==> src/rtl/cpu_pkg.sv <==
// Shared constants for the GPR/ALU execution sequencer: opcodes, IR field
// positions, FSM state encodings and flag bit indices.
package cpu_pkg;

    localparam int unsigned DATA_W  = 16;
    localparam int unsigned REG_AW  = 5;
    localparam int unsigned OP_W    = 5;
    localparam int unsigned FLAG_W  = 4;
    localparam int unsigned INSTR_W = 32;

    localparam logic [OP_W-1:0] OP_MOVSGPR = 5'd0;
    localparam logic [OP_W-1:0] OP_MOV     = 5'd1;
    localparam logic [OP_W-1:0] OP_ADD     = 5'd2;
    localparam logic [OP_W-1:0] OP_SUB     = 5'd3;
    localparam logic [OP_W-1:0] OP_MUL     = 5'd4;
    localparam logic [OP_W-1:0] OP_HALT    = 5'b11111;

    // LSB position of each IR field
    localparam int unsigned OP_LSB    = 27;
    localparam int unsigned RDST_LSB  = 22;
    localparam int unsigned RSRC1_LSB = 17;
    localparam int unsigned IMM_BIT   = 16;
    localparam int unsigned RSRC2_LSB = 11;
    localparam int unsigned ISRC_LSB  = 0;

    localparam logic [2:0] S_IDLE   = 3'd0;
    localparam logic [2:0] S_FETCH  = 3'd1;
    localparam logic [2:0] S_DECODE = 3'd2;
    localparam logic [2:0] S_EXEC   = 3'd3;
    localparam logic [2:0] S_WAIT   = 3'd4;
    localparam logic [2:0] S_WB     = 3'd5;
    localparam logic [2:0] S_HALT   = 3'd6;

    // flags = {sign, zero, overflow, carry}
    localparam int unsigned FLAG_C = 0;
    localparam int unsigned FLAG_V = 1;
    localparam int unsigned FLAG_Z = 2;
    localparam int unsigned FLAG_S = 3;

endpackage

==> src/rtl/ir_decode.sv <==
// Combinational IR splitter: field extraction, operand-B select and op class.
module ir_decode
    import cpu_pkg::*;
#(
    parameter logic [OP_W-1:0] HALT_OP = OP_HALT
) (
    input  logic [INSTR_W-1:0] i_ir,
    input  logic [DATA_W-1:0]  i_rf_rdata2,
    output logic [OP_W-1:0]    o_op_c,
    output logic [REG_AW-1:0]  o_rdst_c,
    output logic [REG_AW-1:0]  o_rsrc1_c,
    output logic [REG_AW-1:0]  o_rsrc2_c,
    output logic               o_imm_c,
    output logic [DATA_W-1:0]  o_isrc_c,
    output logic [DATA_W-1:0]  o_opb_c,
    output logic               o_is_alu_c,
    output logic               o_is_move_c,
    output logic               o_is_halt_c,
    output logic               o_is_illegal_c
);

    assign o_op_c    = i_ir[OP_LSB    +: OP_W];
    assign o_rdst_c  = i_ir[RDST_LSB  +: REG_AW];
    assign o_rsrc1_c = i_ir[RSRC1_LSB +: REG_AW];
    assign o_rsrc2_c = i_ir[RSRC2_LSB +: REG_AW];
    assign o_imm_c   = i_ir[IMM_BIT];
    assign o_isrc_c  = i_ir[ISRC_LSB  +: DATA_W];

    assign o_opb_c = o_imm_c ? o_isrc_c : i_rf_rdata2;

    // halt has priority so a HALT_OP overlapping a real opcode still stops
    always_comb begin
        o_is_halt_c    = 1'b0;
        o_is_alu_c     = 1'b0;
        o_is_move_c    = 1'b0;
        o_is_illegal_c = 1'b0;
        if (o_op_c == HALT_OP) begin
            o_is_halt_c = 1'b1;
        end else if (o_op_c == OP_ADD || o_op_c == OP_SUB || o_op_c == OP_MUL) begin
            o_is_alu_c = 1'b1;
        end else if (o_op_c == OP_MOVSGPR || o_op_c == OP_MOV) begin
            o_is_move_c = 1'b1;
        end else begin
            o_is_illegal_c = 1'b1;
        end
    end

endmodule

==> src/rtl/exec_sequencer.sv <==
// Multi-cycle fetch/decode/execute/writeback sequencer for the 16-bit GPR/ALU
// datapath. Owns PC, IR, flags and halt/illegal status.
module exec_sequencer
    import cpu_pkg::*;
#(
    parameter int unsigned       ADDR_W   = 16,
    parameter logic [ADDR_W-1:0] RESET_PC = '0,
    parameter logic [OP_W-1:0]   HALT_OP  = OP_HALT
) (
    input  logic               clk,
    input  logic               sys_rst,
    input  logic               start,
    output logic               imem_req,
    output logic [ADDR_W-1:0]  imem_addr,
    input  logic               imem_valid,
    input  logic [INSTR_W-1:0] imem_data,
    output logic [REG_AW-1:0]  rf_raddr1,
    output logic [REG_AW-1:0]  rf_raddr2,
    input  logic [DATA_W-1:0]  rf_rdata1,
    input  logic [DATA_W-1:0]  rf_rdata2,
    output logic               rf_we,
    output logic [REG_AW-1:0]  rf_waddr,
    output logic [DATA_W-1:0]  rf_wdata,
    input  logic [DATA_W-1:0]  sgpr_rdata,
    output logic               sgpr_we,
    output logic [DATA_W-1:0]  sgpr_wdata,
    output logic               alu_start,
    output logic [OP_W-1:0]    alu_op,
    output logic [DATA_W-1:0]  alu_a,
    output logic [DATA_W-1:0]  alu_b,
    input  logic               alu_done,
    input  logic [2*DATA_W-1:0] alu_result,
    input  logic [FLAG_W-1:0]  alu_flags,
    output logic [FLAG_W-1:0]  flags,
    output logic               retired,
    output logic               busy,
    output logic               halted,
    output logic               illegal
);

    logic [2:0]         r_state;
    logic [2:0]         w_state_nx;
    logic [ADDR_W-1:0]  r_pc;
    logic [INSTR_W-1:0] r_ir;
    logic [FLAG_W-1:0]  r_flags;
    logic               r_illegal;
    logic               r_imem_req;
    logic               r_rf_we;
    logic [REG_AW-1:0]  r_rf_waddr;
    logic [DATA_W-1:0]  r_rf_wdata;
    logic               r_sgpr_we;
    logic [DATA_W-1:0]  r_sgpr_wdata;
    logic               r_alu_start;
    logic [OP_W-1:0]    r_alu_op;
    logic [DATA_W-1:0]  r_alu_a;
    logic [DATA_W-1:0]  r_alu_b;
    logic               r_retired;
    logic               r_busy;
    logic               r_halted;

    logic [OP_W-1:0]    w_op;
    logic [REG_AW-1:0]  w_rdst;
    logic [REG_AW-1:0]  w_rsrc1;
    logic [REG_AW-1:0]  w_rsrc2;
    logic               w_imm;
    logic [DATA_W-1:0]  w_isrc;
    logic [DATA_W-1:0]  w_opb;
    logic               w_is_alu;
    logic               w_is_move;
    logic               w_is_halt;
    logic               w_is_illegal;

    ir_decode #(.HALT_OP(HALT_OP)) u_ir_decode (
        .i_ir           (r_ir),
        .i_rf_rdata2    (rf_rdata2),
        .o_op_c         (w_op),
        .o_rdst_c       (w_rdst),
        .o_rsrc1_c      (w_rsrc1),
        .o_rsrc2_c      (w_rsrc2),
        .o_imm_c        (w_imm),
        .o_isrc_c       (w_isrc),
        .o_opb_c        (w_opb),
        .o_is_alu_c     (w_is_alu),
        .o_is_move_c    (w_is_move),
        .o_is_halt_c    (w_is_halt),
        .o_is_illegal_c (w_is_illegal)
    );

    // State register
    always_ff @(posedge clk) begin
        if (sys_rst) begin
            r_state <= S_IDLE;
        end else begin
            r_state <= w_state_nx;
        end
    end

    // Next-state logic
    always_comb begin
        w_state_nx = r_state;
        case (r_state)
            S_IDLE:   if (start) w_state_nx = S_FETCH;
            S_FETCH:  if (imem_valid) w_state_nx = S_DECODE;
            S_DECODE: w_state_nx = S_EXEC;
            S_EXEC: begin
                if (w_is_halt) begin
                    w_state_nx = S_HALT;
                end else if (w_is_alu) begin
                    w_state_nx = S_WAIT;
                end else begin
                    w_state_nx = S_WB;
                end
            end
            S_WAIT:   if (alu_done) w_state_nx = S_WB;
            S_WB:     w_state_nx = S_FETCH;
            S_HALT:   w_state_nx = S_HALT;
            default:  w_state_nx = S_IDLE;
        endcase
    end

    // Datapath and registered outputs, keyed off the state being entered
    always_ff @(posedge clk) begin
        if (sys_rst) begin
            r_pc         <= RESET_PC;
            r_ir         <= '0;
            r_flags      <= '0;
            r_illegal    <= 1'b0;
            r_imem_req   <= 1'b0;
            r_rf_we      <= 1'b0;
            r_rf_waddr   <= '0;
            r_rf_wdata   <= '0;
            r_sgpr_we    <= 1'b0;
            r_sgpr_wdata <= '0;
            r_alu_start  <= 1'b0;
            r_alu_op     <= '0;
            r_alu_a      <= '0;
            r_alu_b      <= '0;
            r_retired    <= 1'b0;
            r_busy       <= 1'b0;
            r_halted     <= 1'b0;
        end else begin
            r_imem_req  <= (w_state_nx == S_FETCH);
            r_alu_start <= (r_state == S_DECODE) && w_is_alu;
            r_rf_we     <= (w_state_nx == S_WB);
            r_retired   <= (w_state_nx == S_WB);
            r_sgpr_we   <= (r_state == S_WAIT) && alu_done && (r_alu_op == OP_MUL);
            r_busy      <= (w_state_nx != S_IDLE) && (w_state_nx != S_HALT);
            r_halted    <= (w_state_nx == S_HALT);

            if (r_state == S_IDLE && start) begin
                r_pc <= RESET_PC;
            end
            if (r_state == S_FETCH && imem_valid) begin
                r_ir <= imem_data;
                r_pc <= r_pc + ADDR_W'(1);
            end
            if (r_state == S_DECODE) begin
                r_alu_op <= w_op;
                r_alu_a  <= rf_rdata1;
                r_alu_b  <= w_opb;
            end
            // moves resolve here; illegal writes 0; ALU ops overwrite on done
            if (r_state == S_EXEC) begin
                if (w_is_illegal) begin
                    r_illegal <= 1'b1;
                end
                if (w_is_move) begin
                    r_rf_wdata <= (w_op == OP_MOVSGPR) ? sgpr_rdata
                                : (w_imm ? w_isrc : rf_rdata1);
                end else begin
                    r_rf_wdata <= '0;
                end
            end
            if (r_state == S_WAIT && alu_done) begin
                r_rf_wdata <= alu_result[DATA_W-1:0];
                if (r_alu_op == OP_MUL) begin
                    r_sgpr_wdata <= alu_result[2*DATA_W-1:DATA_W];
                end
                r_flags[FLAG_S] <= alu_flags[FLAG_S];
                r_flags[FLAG_Z] <= alu_flags[FLAG_Z];
                r_flags[FLAG_V] <= alu_flags[FLAG_V];
                r_flags[FLAG_C] <= alu_flags[FLAG_C];
            end
            if (w_state_nx == S_WB) begin
                r_rf_waddr <= w_rdst;
            end
        end
    end

    assign imem_req   = r_imem_req;
    assign imem_addr  = r_pc;
    assign rf_raddr1  = w_rsrc1;
    assign rf_raddr2  = w_rsrc2;
    assign rf_we      = r_rf_we;
    assign rf_waddr   = r_rf_waddr;
    assign rf_wdata   = r_rf_wdata;
    assign sgpr_we    = r_sgpr_we;
    assign sgpr_wdata = r_sgpr_wdata;
    assign alu_start  = r_alu_start;
    assign alu_op     = r_alu_op;
    assign alu_a      = r_alu_a;
    assign alu_b      = r_alu_b;
    assign flags      = r_flags;
    assign retired    = r_retired;
    assign busy       = r_busy;
    assign halted     = r_halted;
    assign illegal    = r_illegal;

endmodule

==> config.mk <==
export PLATFORM = sky130hd
export DESIGN_NAME = exec_sequencer
export DESIGN_NICKNAME = d
export VERILOG_FILES = /design/src/rtl/cpu_pkg.sv /design/src/rtl/ir_decode.sv /design/src/rtl/exec_sequencer.sv
export SDC_FILE = /design/constraint.sdc
export NUM_CORES = 1
export LEC_CHECK = 0
export ABC_AREA = 0
export BUFFER_PORTS_ARGS = -buffer_cell sky130_fd_sc_hd__buf_4
export CORE_MARGIN = 4
export CORE_UTILIZATION = 41
export DETAILED_ROUTE_END_ITERATION = 16
export PLACE_DENSITY = 0.69
export SYNTH_ARGS = -nofsm -noshare
export SYNTH_HDL_FRONTEND = slang
export SYNTH_SLANG_ARGS = --single-unit
==> constraint.sdc <==
create_clock -name clk -period 1.9 [get_ports clk]
set_input_delay 0.57 -clock clk [delete_from_list [all_inputs] [get_ports clk]]
set_output_delay 0.57 -clock clk [all_outputs]
set_load 0.03 [all_outputs]
# Yosys cells after proc, flatten, opt, wreduce, memory -nomap -nowiden

Index checks and enable logic that the tools add are counted.

Register bits: 136
Bits in latches: 0
RAM bits: 0
Bits in read-only memories: 0
Input bits: 121
Output and inout bits: 112
Word-level logic and storage cells: 73
Memories kept: 0

$add $sub $neg: 1
$mul: 0
Div/mod/pow operators: 0
Magnitude comparators: 0
Eq/ne operators: 16
Shift-type cells: 0
Mux-type cells: 23
Bitwise logic cells: 0
Reductions and logical operators: 16

Operator list:

| cell                    | count |
|---|---|
| $mux W16                | 8 |
| $pmux W3 S7             | 1 |
| $add A16 B1 Y16 const B | 1 |
| $eq A3 B3 Y1 const B    | 5 |
| $eq A5 B2 Y1 const B    | 2 |
| $eq A5 B3 Y1 const B    | 2 |
| $mux W1                 | 10 |
| $mux W3                 | 3 |
| $eq A3 B1 Y1 const B    | 2 |
| $eq A3 B2 Y1 const B    | 2 |
| $logic_and A1 B1 Y1     | 6 |
| $eq A5 B1 Y1 const B    | 1 |
| $eq A5 B5 Y1 const B    | 1 |
| $logic_not A5 Y1        | 1 |
| $reduce_and A2 Y1       | 2 |
| $reduce_bool A2 Y1      | 2 |
| $logic_not A3 Y1        | 1 |
| $logic_or A1 B1 Y1      | 3 |
| $ne A3 B3 Y1 const B    | 1 |
| $reduce_bool A3 Y1      | 1 |
| $mux W2                 | 1 |

# Depth between registers and ports, before layout

Depth after elaboration: 10
Gate-level depth with buffers: 8
Mapped depth without buffers: 5

# Hierarchy

From an unflattened synthesis, not the netlist that was laid out.

Cell total of the unflattened synthesis: 734
Area total of the unflattened synthesis: 6214.7 µm²

By module, submodules not included:

| module         | times used | cells each | area each (µm²) |
|---|---|---|---|
| exec_sequencer | 1          | 670        | 5629.1 |
| ir_decode      | 1          | 64         | 585.6 |

# Least setup slack after synthesis

No wires, ideal clock.

Path type: register -> register
From: register r_alu_op[2], in the netlist alu_op[2]
To: register r_sgpr_wdata[10], in the netlist sgpr_wdata[10]
Arrival time: 1.773 ns
Data required time: 1.772 ns
Path slack: 0.000 ns
Stages on the path, launching flop included: 6
Clock period less this slack: 1.900 ns
Path through: dfxtp_1 -> or4b_4 -> nor3_4 -> buf_6 -> mux2i_1 -> nor2_1

Longest elaborated chain between the ends: 2

Ends and longest elaborated chain:

| item                        | line                  | source |
|---|---|---|
| start, declared             | exec_sequencer.sv:54  | `logic [OP_W-1:0] r_alu_op;` |
| start signal, assigned      | exec_sequencer.sv:158 | `r_alu_op <= w_op;` |
| $eq A5 B3 Y1                | exec_sequencer.sv:176 | `if (r_alu_op == OP_MUL) begin` |
| $reduce_and A2 Y1 (no line) | --                    |  |
| end signal, assigned        | exec_sequencer.sv:177 | `r_sgpr_wdata <= alu_result[2*DATA_W-1:DATA_W];` |
| end, declared               | exec_sequencer.sv:52  | `logic [DATA_W-1:0] r_sgpr_wdata;` |

No other way between the ends.
A chain may end at the register's enable or synchronous reset.

# Worst setup path after layout

From: register r_state[0]
To: register r_pc[14], in the netlist imem_addr[14]

Longest elaborated chain between the ends: 3
Elaborated cells between the ends (all ways): 6
Those cells by class: 1 x eq/ne; 1 x mux; 4 x reduce/logical

Ends and longest elaborated chain:

| item                                             | line                                         | source |
|---|---|---|
| start, declared                                  | exec_sequencer.sv:41                         | `logic [2:0] r_state;` |
| start signal, assigned                           | exec_sequencer.sv:94                         | `r_state <= w_state_nx;` |
| $eq A3 B1 Y1 or $logic_not A3 Y1 (tied branches) | exec_sequencer.sv:153, exec_sequencer.sv:150 |  |
| $logic_and A1 B1 Y1, on equally long branches    | exec_sequencer.sv:153, exec_sequencer.sv:150 |  |
| $mux W16 or $reduce_bool A2 Y1 (tied branches)   | --                                           |  |
| end signal, assigned                             | exec_sequencer.sv:155                        | `r_pc <= r_pc + ADDR_W'(1);` |
| end, declared                                    | exec_sequencer.sv:43                         | `logic [ADDR_W-1:0] r_pc;` |

Parallel ways exist; a longest one is shown, timed or not.

==> reports/qor.yml <==
outcome: "finished, final reports clean"
cp-start-kind: "flop"
utilization: 0.603
rsz0062_at_grt: "false"
gr-total-overflow: 0
clock_path_buffers: 2
synth_fp_nets: 800
fin_setup_tns_ns: 0
place_hpwl_um: 13000
clk_pin_slew_ns: 0.06
ir_worst_vdd_mv: 0.638
start_util: 0.419
tightest_slew_ns: 0.590
slew_violations: 0
die_area_mm2: 0.0162
ys_seq_elements: 136
grt_pass1_vias: 5176
cts_resized: 0
yosys-top-cells-count: "136 x dfxtp_1, 123 x nand2_1, 85 x a21oi_1"
holdWs_ns: 0.399
gp_congestion: 0.868
cp.arrival_ns: 2.05
antenna_found_initial: 0
netlist_top_cells_area: "dfxtp_1 47%, mux2i_1 9.5%, nand2_1 7.9%"
grt_max_degree: 54
clock-sinks: 136
area_delta_synth_final_pct: 44.0
pin_count: 233
setup_viol: 0
cts_buffers: 17
yosysMostFrequentCell: "dfxtp_1"
cp_max_fo: 9
post-route-period-util: 0.924
worst_skew_pair.late_latency_ns: 0.41
core-area_mm2: 0.0139
synth_edf_count: 0
vias: 5562
final_antenna_net_count: 0
syn_area_mm2: 0.00582
cts_root_buf: "clkbuf_16"
drc: 0
routed_wl_um: 17500
fmax_ghz: 0.570
drive_above_1_share: 0.345
drt_first_pass_iters: 5
worstHoldStart: "alu_result[25]"
power_density_mw_per_mm2: 847
r2r_start: "r_state[0]$_SDFF_PP0_"
ys_types: 50
ys.flop_type: "dfxtp_1"
slew_headroom: 0.606
htree_levels: 4
ys_warn_count: 0
startpoint: "r_state[0]$_SDFF_PP0_"
grt_pass1_wl_um: 27200
final_nets: 1020
ys_async_sr_fraction: 0
post-place-cells: 1059
diodes: 0
first_iter_violations: 240
hold_viol: 0
drv_cap: 0
synthCells: 678
post-cts-setup-buffers: 0
post_drt_wl_per_cell_um: 16.1
rows: 43
critPathKind: "flop to flop"
cts.hold.buffers_added: 0
skew_ns: 0.00592
die_height_um: 127
hold_path.class: "input port to flop"
die_width_um: 127
yosysSeqAreaShare: 0.468
p_leak_nw: 3.34
end_kind: "flop"
instances_no_fill: 1091
yosysTopAreaCell: "dfxtp_1"
track_usage: 0.210
period_needed_ns: 1.76
critPathRequiredTime_ns: 2.20
portBuffers: 232
tritoncts: "done"
drt-vias-per-instance: 5.10
syn_area_per_cell_um2: 8.58
synth_top_area_share: 0.468
==> critical path, stage by stage, from the launching register on <==
cell and delay (ns):
dfxtp_1 0.56, buf_4 0.22, nor4bb_4 0.30, buf_4 0.21, nand4_1 0.09, mux2_2 0.28
==> state kept, by name, indices dropped and copies added (netlist names) <==
name,flops
alu_a,16
alu_b,16
alu_op,5
alu_start,1
busy,1
flags,4
halted,1
illegal,1
imem_addr,16
imem_req,1
r_ir,32
r_state,3
retired,1
rf_waddr,5
rf_wdata,16
sgpr_wdata,16
sgpr_we,1
==> cells by family (layout without fill, tap and decap cells) <==
group                    Yosys count  in the layout  synth area share
AND/OR/NAND/NOR                  244            244             0.197
XOR/XNOR                           2              2           0.00301
AO/OA/AOI/OAI                    167            167             0.171
multiplexers                      58             58             0.100
buffers and inverters             70            303            0.0594
flip-flops                       136            136             0.468
adder cells (fa/ha/maj)            1              1           0.00215
==> area by class of cell <==
class	instances	area, µm²
fillers	1274	5500
clock buffers	21	470
multi-input cells	472	2780
clock inverters	11	98.8
flip-flops and latches	136	2730
well taps	180	225
repair buffers	265	2060
inverters	6	22.5
==> routing by layer <==
metal  track usage  share of wire  vias to the layer above
li1              -              -                     2799
met1         0.279           0.44                     2534
met2         0.318           0.45                      195
met3        0.0631          0.073                       34
met4        0.0909          0.031                        0
met5             0              0                        -
==> through the flow <==
step | area [µm²] | setup slack [ns] | power, mW
floorplan | 5820 | 0.00200 | 3.58
global placement | 7800 | 0.0687 | 4.03
detailed placement | 7800 | 0.0571 | 4.03
CTS | 8370 | 0.0985 | 7.17
global route | 8380 | 0.00609 | 7.40
finish | 8380 | 0.144 | 7.09
==> cells in the final DEF (no fill, tap or decap), types with 2 or more instances in the layout <==
cell type / n
nor3_1: 11
a21oi_1: 85
nor2_1: 54
buf_4: 259
clkbuf_16: 17
o21ai_0: 20
inv_1: 6
nand2b_1: 12
mux2i_1: 55
mux2_2: 3
or4_1: 2
dfxtp_2: 3
clkinv_2: 3
nand3b_1: 4
nor2b_1: 3
clkbuf_8: 3
a31oi_1: 4
a22oi_1: 18
nand3_1: 6
nor4_1: 2
nand4_1: 6
o211ai_1: 17
dfxtp_1: 133
buf_12: 5
nand2_1: 123
nor3b_1: 3
a211oi_1: 18
or3_1: 2
clkinvlp_4: 6
==> final timing paths <==
kind / depth (start not counted) / to / slack, ns
worst min register to register: 2 / alu_a[4]$_SDFFE_PP0P_ / 0.45
worst max register to register: 5 / imem_addr[14]$_SDFFE_PP0P_ / 0.14
worst max-delay path: 5 / imem_addr[14]$_SDFFE_PP0P_ / 0.14
worst min-delay path: 3 / sgpr_wdata[9]$_SDFFE_PP0P_ / 0.40
==> report_power, final <==
part           internal [mW]  switching (mW)
Combinational          0.434           0.523
Clock                   1.90            1.23
Sequential              2.94          0.0718
No activity file was read; power rests on OpenSTA's default activity.
